==> src/rtl/cpu_axi_bridge.sv <==
// cpu_axi_bridge: inst/data SRAM-like ports to one AXI3 master.
// One outstanding read, one outstanding write, data reads win over fetch.
//
// Ports:
//   clk, reset            clock, synchronous active-high reset
//   inst_sram_*           fetch port (reads only, id 0)
//   data_sram_*           load/store port (id 1)
//   ar*/r*                AXI read address / read data channels
//   aw*/w*/b*             AXI write address / data / response channels
module cpu_axi_bridge #(
  parameter int ID_W = 4
) (
  input  logic            clk,
  input  logic            reset,
  input  logic            inst_sram_req,
  input  logic            inst_sram_wr,
  input  logic [1:0]      inst_sram_size,
  input  logic [31:0]     inst_sram_addr,
  input  logic [3:0]      inst_sram_wstrb,
  input  logic [31:0]     inst_sram_wdata,
  output logic            inst_sram_addr_ok,
  output logic            inst_sram_data_ok,
  output logic [31:0]     inst_sram_rdata,
  input  logic            data_sram_req,
  input  logic            data_sram_wr,
  input  logic [1:0]      data_sram_size,
  input  logic [31:0]     data_sram_addr,
  input  logic [3:0]      data_sram_wstrb,
  input  logic [31:0]     data_sram_wdata,
  output logic            data_sram_addr_ok,
  output logic            data_sram_data_ok,
  output logic [31:0]     data_sram_rdata,
  output logic [ID_W-1:0] arid,
  output logic [31:0]     araddr,
  output logic [7:0]      arlen,
  output logic [2:0]      arsize,
  output logic [1:0]      arburst,
  output logic [1:0]      arlock,
  output logic [3:0]      arcache,
  output logic [2:0]      arprot,
  output logic            arvalid,
  input  logic            arready,
  input  logic [ID_W-1:0] rid,
  input  logic [31:0]     rdata,
  input  logic [1:0]      rresp,
  input  logic            rlast,
  input  logic            rvalid,
  output logic            rready,
  output logic [ID_W-1:0] awid,
  output logic [31:0]     awaddr,
  output logic [7:0]      awlen,
  output logic [2:0]      awsize,
  output logic [1:0]      awburst,
  output logic [1:0]      awlock,
  output logic [3:0]      awcache,
  output logic [2:0]      awprot,
  output logic            awvalid,
  input  logic            awready,
  output logic [ID_W-1:0] wid,
  output logic [31:0]     wdata,
  output logic [3:0]      wstrb,
  output logic            wlast,
  output logic            wvalid,
  input  logic            wready,
  input  logic [ID_W-1:0] bid,
  input  logic [1:0]      bresp,
  input  logic            bvalid,
  output logic            bready
);

  localparam logic [ID_W-1:0] INST_ID = '0;
  localparam logic [ID_W-1:0] DATA_ID = ID_W'(1);

  typedef enum logic [1:0] {
    R_IDLE,
    R_AR,
    R_R
  } r_state_t;

  typedef enum logic [1:0] {
    W_IDLE,
    W_AW,
    W_B
  } w_state_t;

  r_state_t r_state, r_next;
  w_state_t w_state, w_next;

  logic [31:0]     ar_addr_q;
  logic [2:0]      ar_size_q;
  logic [ID_W-1:0] ar_id_q;
  logic [31:0]     aw_addr_q;
  logic [2:0]      aw_size_q;
  logic [31:0]     w_data_q;
  logic [3:0]      w_strb_q;
  logic            aw_done;
  logic            w_done;

  logic r_idle;
  logic w_idle;
  logic data_busy;
  logic inst_acc;
  logic data_rd_acc;
  logic data_wr_acc;
  logic r_hs;

  logic unused_ok;
  assign unused_ok = ^{inst_sram_wr, inst_sram_wstrb,
                       inst_sram_wdata, rresp, rlast,
                       bid, bresp};

  assign r_idle = (r_state == R_IDLE);
  assign w_idle = (w_state == W_IDLE);

  // Any data txn in flight blocks the data port so its
  // data_ok pulses come back in request order.
  assign data_busy = (!r_idle && ar_id_q == DATA_ID)
                   || !w_idle;

  assign data_rd_acc = data_sram_req && !data_sram_wr
                    && r_idle && !data_busy;
  assign data_wr_acc = data_sram_req && data_sram_wr
                    && w_idle && !data_busy;
  assign inst_acc    = inst_sram_req && r_idle
                    && !(data_sram_req && !data_sram_wr);

  assign inst_sram_addr_ok = inst_acc;
  assign data_sram_addr_ok = data_rd_acc || data_wr_acc;

  assign r_hs = rvalid && rready;

  assign inst_sram_data_ok = r_hs && (rid == INST_ID);
  assign data_sram_data_ok = (r_hs && (rid == DATA_ID))
                          || (bvalid && bready);
  assign inst_sram_rdata   = rdata;
  assign data_sram_rdata   = rdata;

  assign arid    = ar_id_q;
  assign araddr  = ar_addr_q;
  assign arsize  = ar_size_q;
  assign arlen   = 8'd0;
  assign arburst = 2'b01;
  assign arlock  = 2'd0;
  assign arcache = 4'd0;
  assign arprot  = 3'd0;

  assign awid    = DATA_ID;
  assign awaddr  = aw_addr_q;
  assign awsize  = aw_size_q;
  assign awlen   = 8'd0;
  assign awburst = 2'b01;
  assign awlock  = 2'd0;
  assign awcache = 4'd0;
  assign awprot  = 3'd0;

  assign wid     = DATA_ID;
  assign wdata   = w_data_q;
  assign wstrb   = w_strb_q;
  assign wlast   = 1'b1;

  always_ff @(posedge clk) begin
    if (reset) begin
      r_state   <= R_IDLE;
      ar_addr_q <= '0;
      ar_size_q <= '0;
      ar_id_q   <= '0;
    end else begin
      r_state <= r_next;
      if (data_rd_acc) begin
        ar_addr_q <= data_sram_addr;
        ar_size_q <= {1'b0, data_sram_size};
        ar_id_q   <= DATA_ID;
      end else if (inst_acc) begin
        ar_addr_q <= inst_sram_addr;
        ar_size_q <= {1'b0, inst_sram_size};
        ar_id_q   <= INST_ID;
      end
    end
  end

  always_comb begin
    r_next  = r_state;
    arvalid = 1'b0;
    rready  = 1'b0;
    unique case (r_state)
      R_IDLE: begin
        if (inst_acc || data_rd_acc) r_next = R_AR;
      end
      R_AR: begin
        arvalid = 1'b1;
        if (arready) r_next = R_R;
      end
      R_R: begin
        rready = 1'b1;
        if (rvalid) r_next = R_IDLE;
      end
      default: r_next = R_IDLE;
    endcase
  end

  always_ff @(posedge clk) begin
    if (reset) begin
      w_state   <= W_IDLE;
      aw_addr_q <= '0;
      aw_size_q <= '0;
      w_data_q  <= '0;
      w_strb_q  <= '0;
      aw_done   <= 1'b0;
      w_done    <= 1'b0;
    end else begin
      w_state <= w_next;
      if (data_wr_acc) begin
        aw_addr_q <= data_sram_addr;
        aw_size_q <= {1'b0, data_sram_size};
        w_data_q  <= data_sram_wdata;
        w_strb_q  <= data_sram_wstrb;
        aw_done   <= 1'b0;
        w_done    <= 1'b0;
      end else if (w_state == W_AW) begin
        if (awready) aw_done <= 1'b1;
        if (wready)  w_done  <= 1'b1;
      end
    end
  end

  // AW and W handshake independently; the phase ends once
  // both have completed, possibly in the same cycle.
  always_comb begin
    w_next  = w_state;
    awvalid = 1'b0;
    wvalid  = 1'b0;
    bready  = 1'b0;
    unique case (w_state)
      W_IDLE: begin
        if (data_wr_acc) w_next = W_AW;
      end
      W_AW: begin
        awvalid = !aw_done;
        wvalid  = !w_done;
        if ((aw_done || awready) && (w_done || wready))
          w_next = W_B;
      end
      W_B: begin
        bready = 1'b1;
        if (bvalid) w_next = W_IDLE;
      end
      default: w_next = W_IDLE;
    endcase
  end

endmodule

==> config.mk <==
export PLATFORM = sky130hd
export DESIGN_NAME = cpu_axi_bridge
export DESIGN_NICKNAME = d
export VERILOG_FILES = /design/src/rtl/cpu_axi_bridge.sv
export SDC_FILE = /design/constraint.sdc
export NUM_CORES = 1
export LEC_CHECK = 0
export BUFFER_PORTS_ARGS = -buffer_cell sky130_fd_sc_hd__buf_2
export CAP_MARGIN = 15
export CELL_PAD_IN_SITES_DETAIL_PLACEMENT = 0
export CELL_PAD_IN_SITES_GLOBAL_PLACEMENT = 1
export CORE_AREA = 4 4 163 165
export CTS_BUF_LIST = sky130_fd_sc_hd__clkbuf_4
export CTS_CLUSTER_DIAMETER = 80
export DETAILED_ROUTE_END_ITERATION = 12
export DIE_AREA = 0 0 167 169
export PLACE_DENSITY_LB_ADDON = 0.1
export SYNTH_ARGS = -nofsm -noshare
export SYNTH_HDL_FRONTEND = slang
export SYNTH_SLANG_ARGS = --single-unit
==> constraint.sdc <==
create_clock -name clk -period 5.6 [get_ports clk]
set_input_delay 1.12 -clock clk [delete_from_list [all_inputs] [get_ports clk]]
set_output_delay 1.12 -clock clk [all_outputs]
set_load 0.02 [all_outputs]
==> results of run 1 <==
==> registers in the layout, summed over array words and instances (netlist names) <==
| name | count |
|---|---|
| awaddr | 32 |
| w_done | 1 |
| wstrb | 4 |
| w_state | 2 |
| araddr | 32 |
| wdata | 32 |
| arid | 1 |
| arsize | 2 |
| awsize | 2 |
| r_state | 2 |
| aw_done | 1 |
==> Yosys cell counts <==
master      n
o21ai_1    10
or3b_1      6
clkbuf_1   41
a22oi_1     1
nor3b_1     1
a31oi_1     1
mux2i_1    70
conb_1      2
or3b_2     29
nor4b_1     1
a211oi_1    1
a311oi_2   29
nand2_1     2
inv_1       2
buf_4     121
or2_1       3
a21oi_1     3
buf_6       4
or4b_1      1
o21ai_0    24
nand2b_1  142
nor2b_1     5
inv_2       1
dfxtp_1   111
buf_2       4
a32o_1      1
nor2_1      7
nor3_1     37
o21a_1      2
a311oi_1    5
o21bai_1    1
o22a_1      1
==> layout by cell type, fill, tap and decap left out, types with 2 or more instances in the layout <==
| cell type | n |
|---|---|
| o21ai_0 | 24 |
| nand2b_1 | 142 |
| a21oi_1 | 3 |
| buf_4 | 10 |
| inv_1 | 2 |
| a311oi_1 | 5 |
| inv_6 | 3 |
| buf_2 | 230 |
| clkbuf_4 | 10 |
| nand2_1 | 2 |
| or3b_1 | 5 |
| nor3_1 | 36 |
| conb_1 | 52 |
| mux2i_1 | 70 |
| nor2_1 | 7 |
| o21a_1 | 2 |
| dfxtp_1 | 111 |
| or3b_2 | 30 |
| diode_2 | 3 |
| a311oi_2 | 29 |
| or2_1 | 2 |
| nor2b_1 | 4 |
| o21ai_1 | 10 |
==> metal layers <==
layer | part of all wire | vias up
li1 | - | 2372
met5 | 0.0021 | -
met1 | 0.45 | 2241
met4 | 0.012 | 6
met3 | 0.089 | 29
met2 | 0.45 | 183
==> kinds of logic after synthesis <==
logic type | count (synthesis) | share of synthesized area
AND/OR/NAND/NOR | 234 | 0.2371
buffers and inverters | 173 | 0.1811
flip-flops | 111 | 0.3535
AO/OA/AOI/OAI | 79 | 0.1156
multiplexers | 70 | 0.1115
other | 2 | 0.001195
==> metrics by stage <==
stage | power, mW | setup WS [ns] | instances
floorplan | 1.291 | 2.199 | 719
global placement | 1.351 | 1.744 | 1119
detailed placement | 1.357 | 1.748 | 1119
CTS | 1.791 | 1.748 | 1135
global route | 1.854 | 1.674 | 1137
finish | 1.740 | 1.764 | 1138
==> power groups by stage <==
| stage | clock network [mW] | logic (mW) | registers (mW) |
|---|---|---|---|
| after floorplan | 0 | 0.331 | 0.960 |
| after global placement | 0 | 0.458 | 0.893 |
| after detailed placement | 0 | 0.463 | 0.894 |
| after CTS | 0.448 | 0.464 | 0.879 |
| after global routing | 0.470 | 0.497 | 0.886 |
| final | 0.407 | 0.455 | 0.878 |
==> how the worst min path moves through the flow <==
stage	start	end	slack [ns]	cells past startpoint
after CTS	wdata[11]	wdata[11]	0.48	2
after floorplan	w_done	w_done	0.50	2
after detailed placement	awaddr[29]	awaddr[29]	0.46	2
after global placement	wdata[31]	wdata[31]	0.46	2
final	wdata[11]	wdata[11]	0.48	2
after global routing	awaddr[24]	awaddr[24]	0.50	2
==> layout make-up <==
class / count / area [um2]
Antenna cell: 3 / 7.507
Clock buffer: 10 / 75.07
Clock inverter: 6 / 51.30
Fill cell: 2747 / 17900
Inverter: 3 / 11.26
Multi-Input combinational cell: 435 / 3126
Sequential cell: 111 / 2222
Tap cell: 330 / 412.9
Timing Repair Buffer: 240 / 1226
==> worst reg2reg max path, delay by kind of cell (launching register included) <==
kind                   cells  cell delay, ns
DFF                        1            0.39
buffers and inverters      2            1.22
muxes                      1            0.31
and+or+nand+nor            2            0.51
==> metrics.csv, run 1 <==
stage,metric,value,unit
outcome,status,"finished, final reports clean",
worst_setup_path,timing.rr.end,awaddr[15],
finish,fin_area,7132,um2
pwr,p_seq_frac,0.505,
floorplanning,die_w,167,um
global_routing,grtUsageMet1,0.1684,
global_routing,overflow,0,
pwr,clkPwrFrac,0.234,
place,placed_cell_area,6998,um2
worst_setup_path,path_max_fanout,25,
sta,finClkSkew,0.02966,ns
clock_tree,cts_hold_buf,0,
worst_setup_path,crit_top_cell,buf_2,
finish,area_growth,13.46,%
pwr,ir_worst_vdd,0.00008477,V
clock_tree,cts_tree,yes,
sta,fin_crit_sh,0.6849,
global_routing,met2_usage,0.1973,
synthesis,ys_seq_area_frac,0.3535,
detailed_routing,firstDrtPassIters,4,
sta,setup_tns,0,ns
worst_setup_path,crit_end,data_sram_addr_ok,
floorplanning,die_h,169,um
sta,fmax,0.2607,GHz
pwr,combPwrFrac,0.262,
clock_tree,cts_setup_buffers,0,
global_routing,grt_pass1_vias,4952,
pwr,switching_share,0.3539,
clock_tree,postCtsResizedCells,0,
floorplanning,initial_core_util,0.2511,
detailed_routing,wl_per_cell,16.54,um
synthesis,synth.distinct_cells,32,
detailed_routing,antenna_left,0,
global_routing,grtUsageTotal,0.1284,
job,max-cap-violations,0,
worst_setup_path,path_cells,buf_2 -> or4b_1 -> buf_4 -> o21bai_1 -> buf_2,
synthesis,synth_top_area_cell,dfxtp_1,
global_routing,busiest_layer,met2,
floorplanning,core,25040,um2
finish,drive_above_1_share,0.3963,
global_routing,grt_pass1_wl,28980,um
detailed_routing,drt_iter0_drc,225,
clock_tree,cts_buffers,9,
clock_tree,clock_latency,0.48,ns
synthesis,yosys-top-cells-area,"dfxtp_1 (35%), buf_4 (14%), nand2b_1 (14%)",
sta,slew_headroom,0.3909,
worst_setup_path,crit_start,data_sram_wr,
worst_setup_path,endpoint_kind,output pin,
clock_tree,clkSlewWorstSetupHoldPaths,0.17,ns
floorplanning,io_pins,426,
worst_setup_path,start_kind,input port,
worst_setup_path,worst-endpoint-required,4.48,ns
worst_setup_path,critical_path_depth,5,
sta,hold_viol_final,0,
worst_setup_path,cp.arrival,2.72,ns
sta,hold_ws,0.4782,ns
worst_setup_path,cp_slowest_cell,or4b_1,
worst_setup_path,crit_path_max_incr_delay,0.74,ns
synthesis,yosysWarnings,0,
detailed_routing,vias,4831,
pwr,internal_power,1.124,mW
detailed_routing,drc,0,
synthesis,ys_seq_elements,111,
worst_setup_path,critPathTopFamily,simple AND/OR/NAND/NOR gates,
clock_tree,cts_htree_levels,3,
sta,period_needed,3.836,ns
global_routing,use_met3,0.05301,
finish,finalCoreUtilization,0.2849,
place,dpl.hpwl,13470,um
synthesis,synth_area,6286,um2
worst_hold_path,holdCritPathClass,reg -> reg,
global_routing,antenna_found_initial,5,
clock_tree,clockBufferDepth,2,
finish,num-nets-final,996,
sta,setup_viol,0,
pwr,p_per_area,243.9,nW/um2
worst_setup_path,path_buf_inv,3,
sta,report.final.slew_viol_count,0,
clock_tree,cts_root_buf,clkbuf_4,
global_routing,grt_start_max_net_pins,94,
detailed_routing,vias_per_cell,4.245,
worst_setup_path,worstRegToRegCells,5,
pwr,switchingPower,0.6156,mW
synthesis,syn_inst,669,
pwr,p_leak,3.084,nW
worst_setup_path,rrSetupSlack,3.09,ns
floorplanning,dieArea,28220,um2
worst_setup_path,critPathKind,in -> out,
place,gp_congestion,0.7654,
floorplanning,num_rows,58,
place,port_buffers,231,
sta,rsz0062_at_grt,false,
clock_tree,clock_sinks,111,
worst_setup_path,r2r-start,w_state[0],
sta,tightest_slew,0.9137,ns
synthesis,synth.avg_cell_area,9.396,um2
synthesis,synth_top_area_frac,0.3535,
detailed_routing,wirelength,18830,um
No activity file was read; power rests on OpenSTA's default activity.
==> run 2: changes to the inputs <==
==> constraint.sdc (replaced) <==
create_clock -name clk -period 3.42 [get_ports clk]
set_input_delay 0.684 -clock clk [delete_from_list [all_inputs] [get_ports clk]]
set_output_delay 0.684 -clock clk [all_outputs]
set_load 0.02 [all_outputs]
==> run 2 against run 1 <==
Setup slack worse by 1.2 ns. Final cell count is 0.18% lower. Via count is 0.35% higher. Worst hold slack worse by 0.045 ns. Critical path depth is 2 lower. Power is 66% higher. Final area is 0.58% higher. Non-clock buffer count is 1 lower. Critical path type is now reg -> out. Largest cell class unchanged.
==> metrics.csv, run 2 (same netlist as run 1, synthesis figures left out) <==
stage,metric,value,unit
worst_setup_path,cp_slowest_cell,or4b_1,
detailed_routing,wirelength,18860,um
floorplanning,initial_core_util,0.2511,
finish,n_fill_cell,2715,
worst_setup_path,endpoint_kind,output pin,
sta,rsz0062_at_grt,false,
finish,num-nets-final,995,
global_routing,grt_start_max_net_pins,86,
detailed_routing,firstDrtPassIters,4,
worst_setup_path,critPathKind,reg -> out,
sta,report.final.slew_viol_count,0,
pwr,p_leak,3.090,nW
place,gp_congestion,0.7648,
worst_hold_path,hold_depth,3,
worst_setup_path,path_max_fanout,14,
worst_hold_path,holdCritPathClass,in -> reg,
detailed_routing,wl_per_cell,16.60,um
place,port_buffers,231,
floorplanning,die_h,169,um
finish,layout_commonest_cell,buf_2,
sta,period_needed,2.824,ns
pwr,ir_worst_vdd,0.0001365,V
global_routing,grt_pass1_vias,5035,
floorplanning,core,25040,um2
worst_setup_path,crit_path_max_incr_delay,0.83,ns
clock_tree,clockBufferDepth,2,
worst_setup_path,rrSetupSlack,0.93,ns
sta,hold_viol_final,0,
finish,drive_above_1_share,0.3935,
sta,setup_tns,0,ns
global_routing,overflow,0,
floorplanning,die_w,167,um
sta,fin_crit_sh,0.8256,
clock_tree,clock_latency,0.48,ns
worst_setup_path,path_cells,or4b_1 -> o21bai_1 -> buf_2,
worst_setup_path,start_kind,register,
worst_setup_path,worstRegToRegCells,3,
worst_setup_path,cp.arrival,2.14,ns
sta,tightest_slew,1.151,ns
sta,slew_headroom,0.2330,
outcome,status,"finished, final reports clean",
detailed_routing,drt_iter0_drc,230,
floorplanning,num_rows,58,
detailed_routing,vias,4848,
clock_tree,cts_setup_buffers,0,
global_routing,grt_pass1_wl,28930,um
detailed_routing,vias_per_cell,4.268,
worst_setup_path,timing.rr.end,araddr[27],
place,dp.cells,1118,
clock_tree,cts_htree_levels,3,
clock_tree,cts_tree,yes,
clock_tree,cts_hold_buf,0,
finish,fin_cells,1136,
sta,finClkSkew,0.01597,ns
detailed_routing,drc,0,
global_routing,grtUsageTotal,0.1269,
worst_hold_path,hold_end,wdata[29],
place,dpl.hpwl,13540,um
pwr,p_per_area,402.7,nW/um2
floorplanning,dieArea,28220,um2
clock_tree,postCtsResizedCells,0,
clock_tree,cts_buffers,9,
job,max-cap-violations,0,
finish,final_cell_mix,"buf_2 (230), nand2b_1 (142), dfxtp_1 (111), mux2i_1 (70), conb_1 (52)",
worst_setup_path,worst-endpoint-required,2.74,ns
detailed_routing,antenna_left,0,
clock_tree,cts_root_buf,clkbuf_4,
finish,area_growth,14.11,%
global_routing,antenna_found_initial,4,
worst_hold_path,hp-start,data_sram_wdata[29],
sta,fmax,0.3542,GHz
clock_tree,clock_sinks,111,
floorplanning,io_pins,426,
worst_setup_path,r2r-start,r_state[0],
sta,setup_viol,0,
clock_tree,clkSlewWorstSetupHoldPaths,0.19,ns
## run 2: final cells by class
type | instances | area (um2) | area share
multi-input cells | 435 | 3126 | 0.4357
flip-flops and latches | 111 | 2222 | 0.3098
repair buffers | 239 | 1256 | 0.1751
well taps | 330 | 412.9 | 0.05756
clock inverters | 6 | 70.07 | 0.009768
clock buffers | 9 | 67.56 | 0.009419
inverters | 3 | 11.26 | 0.001570
diodes | 3 | 7.507 | 0.001047
## run 2: worst max path at each step
stage                        end  depth (start not counted)          from
2_1_floorplan  data_sram_addr_ok                          4  data_sram_wr
3_3_place_gp          araddr[29]                          4  data_sram_wr
3_5_place_dp          araddr[27]                          4  data_sram_wr
4_1_cts        data_sram_addr_ok                          3    r_state[0]
5_1_grt        data_sram_addr_ok                          3    r_state[0]
6_report       data_sram_addr_ok                          3    r_state[0]
## run 2: routing by layer
metal | up-vias | routed length, um | global-route usage
met5 | - | 27 | 0
met4 | 4 | 248 | 0.04269
met3 | 30 | 1556 | 0.04320
met2 | 188 | 8473 | 0.1990
met1 | 2262 | 8555 | 0.1641
li1 | 2364 | - | -
## run 2: stage by stage
| step | total power, mW | area (um2) | hold WS [ns] | utilization | setup slack, ns |
|---|---|---|---|---|---|
| 2_1_floorplan | 2.114 | 6474 | 0.4962 | - | 0.8906 |
| 3_3_place_gp | 2.216 | 7028 | 0.4563 | 0.2807 | 0.5252 |
| 3_5_place_dp | 2.227 | 7028 | 0.4612 | 0.2807 | 0.4932 |
| 4_1_cts | 2.965 | 7166 | 0.3546 | 0.2862 | 0.5233 |
| 5_1_grt | 3.062 | 7171 | 0.3768 | 0.2864 | 0.4912 |
| 6_report | 2.888 | 7173 | 0.4332 | 0.2865 | 0.5965 |
## run 2: worst max-delay path: cells and delay by family (launching register included)
family,cells,cell delay [ns]
buf+inv,1,0.20
simple gates,1,0.83
flops,1,0.38
compound gates,1,0.26
## run 2: power by group
group	internal, mW	switching, mW	leakage (nW)	total (mW)
Sequential	1.39	0.0488	0.910	1.44
Clock	0.226	0.473	0.0720	0.699
Combinational	0.284	0.467	2.11	0.751
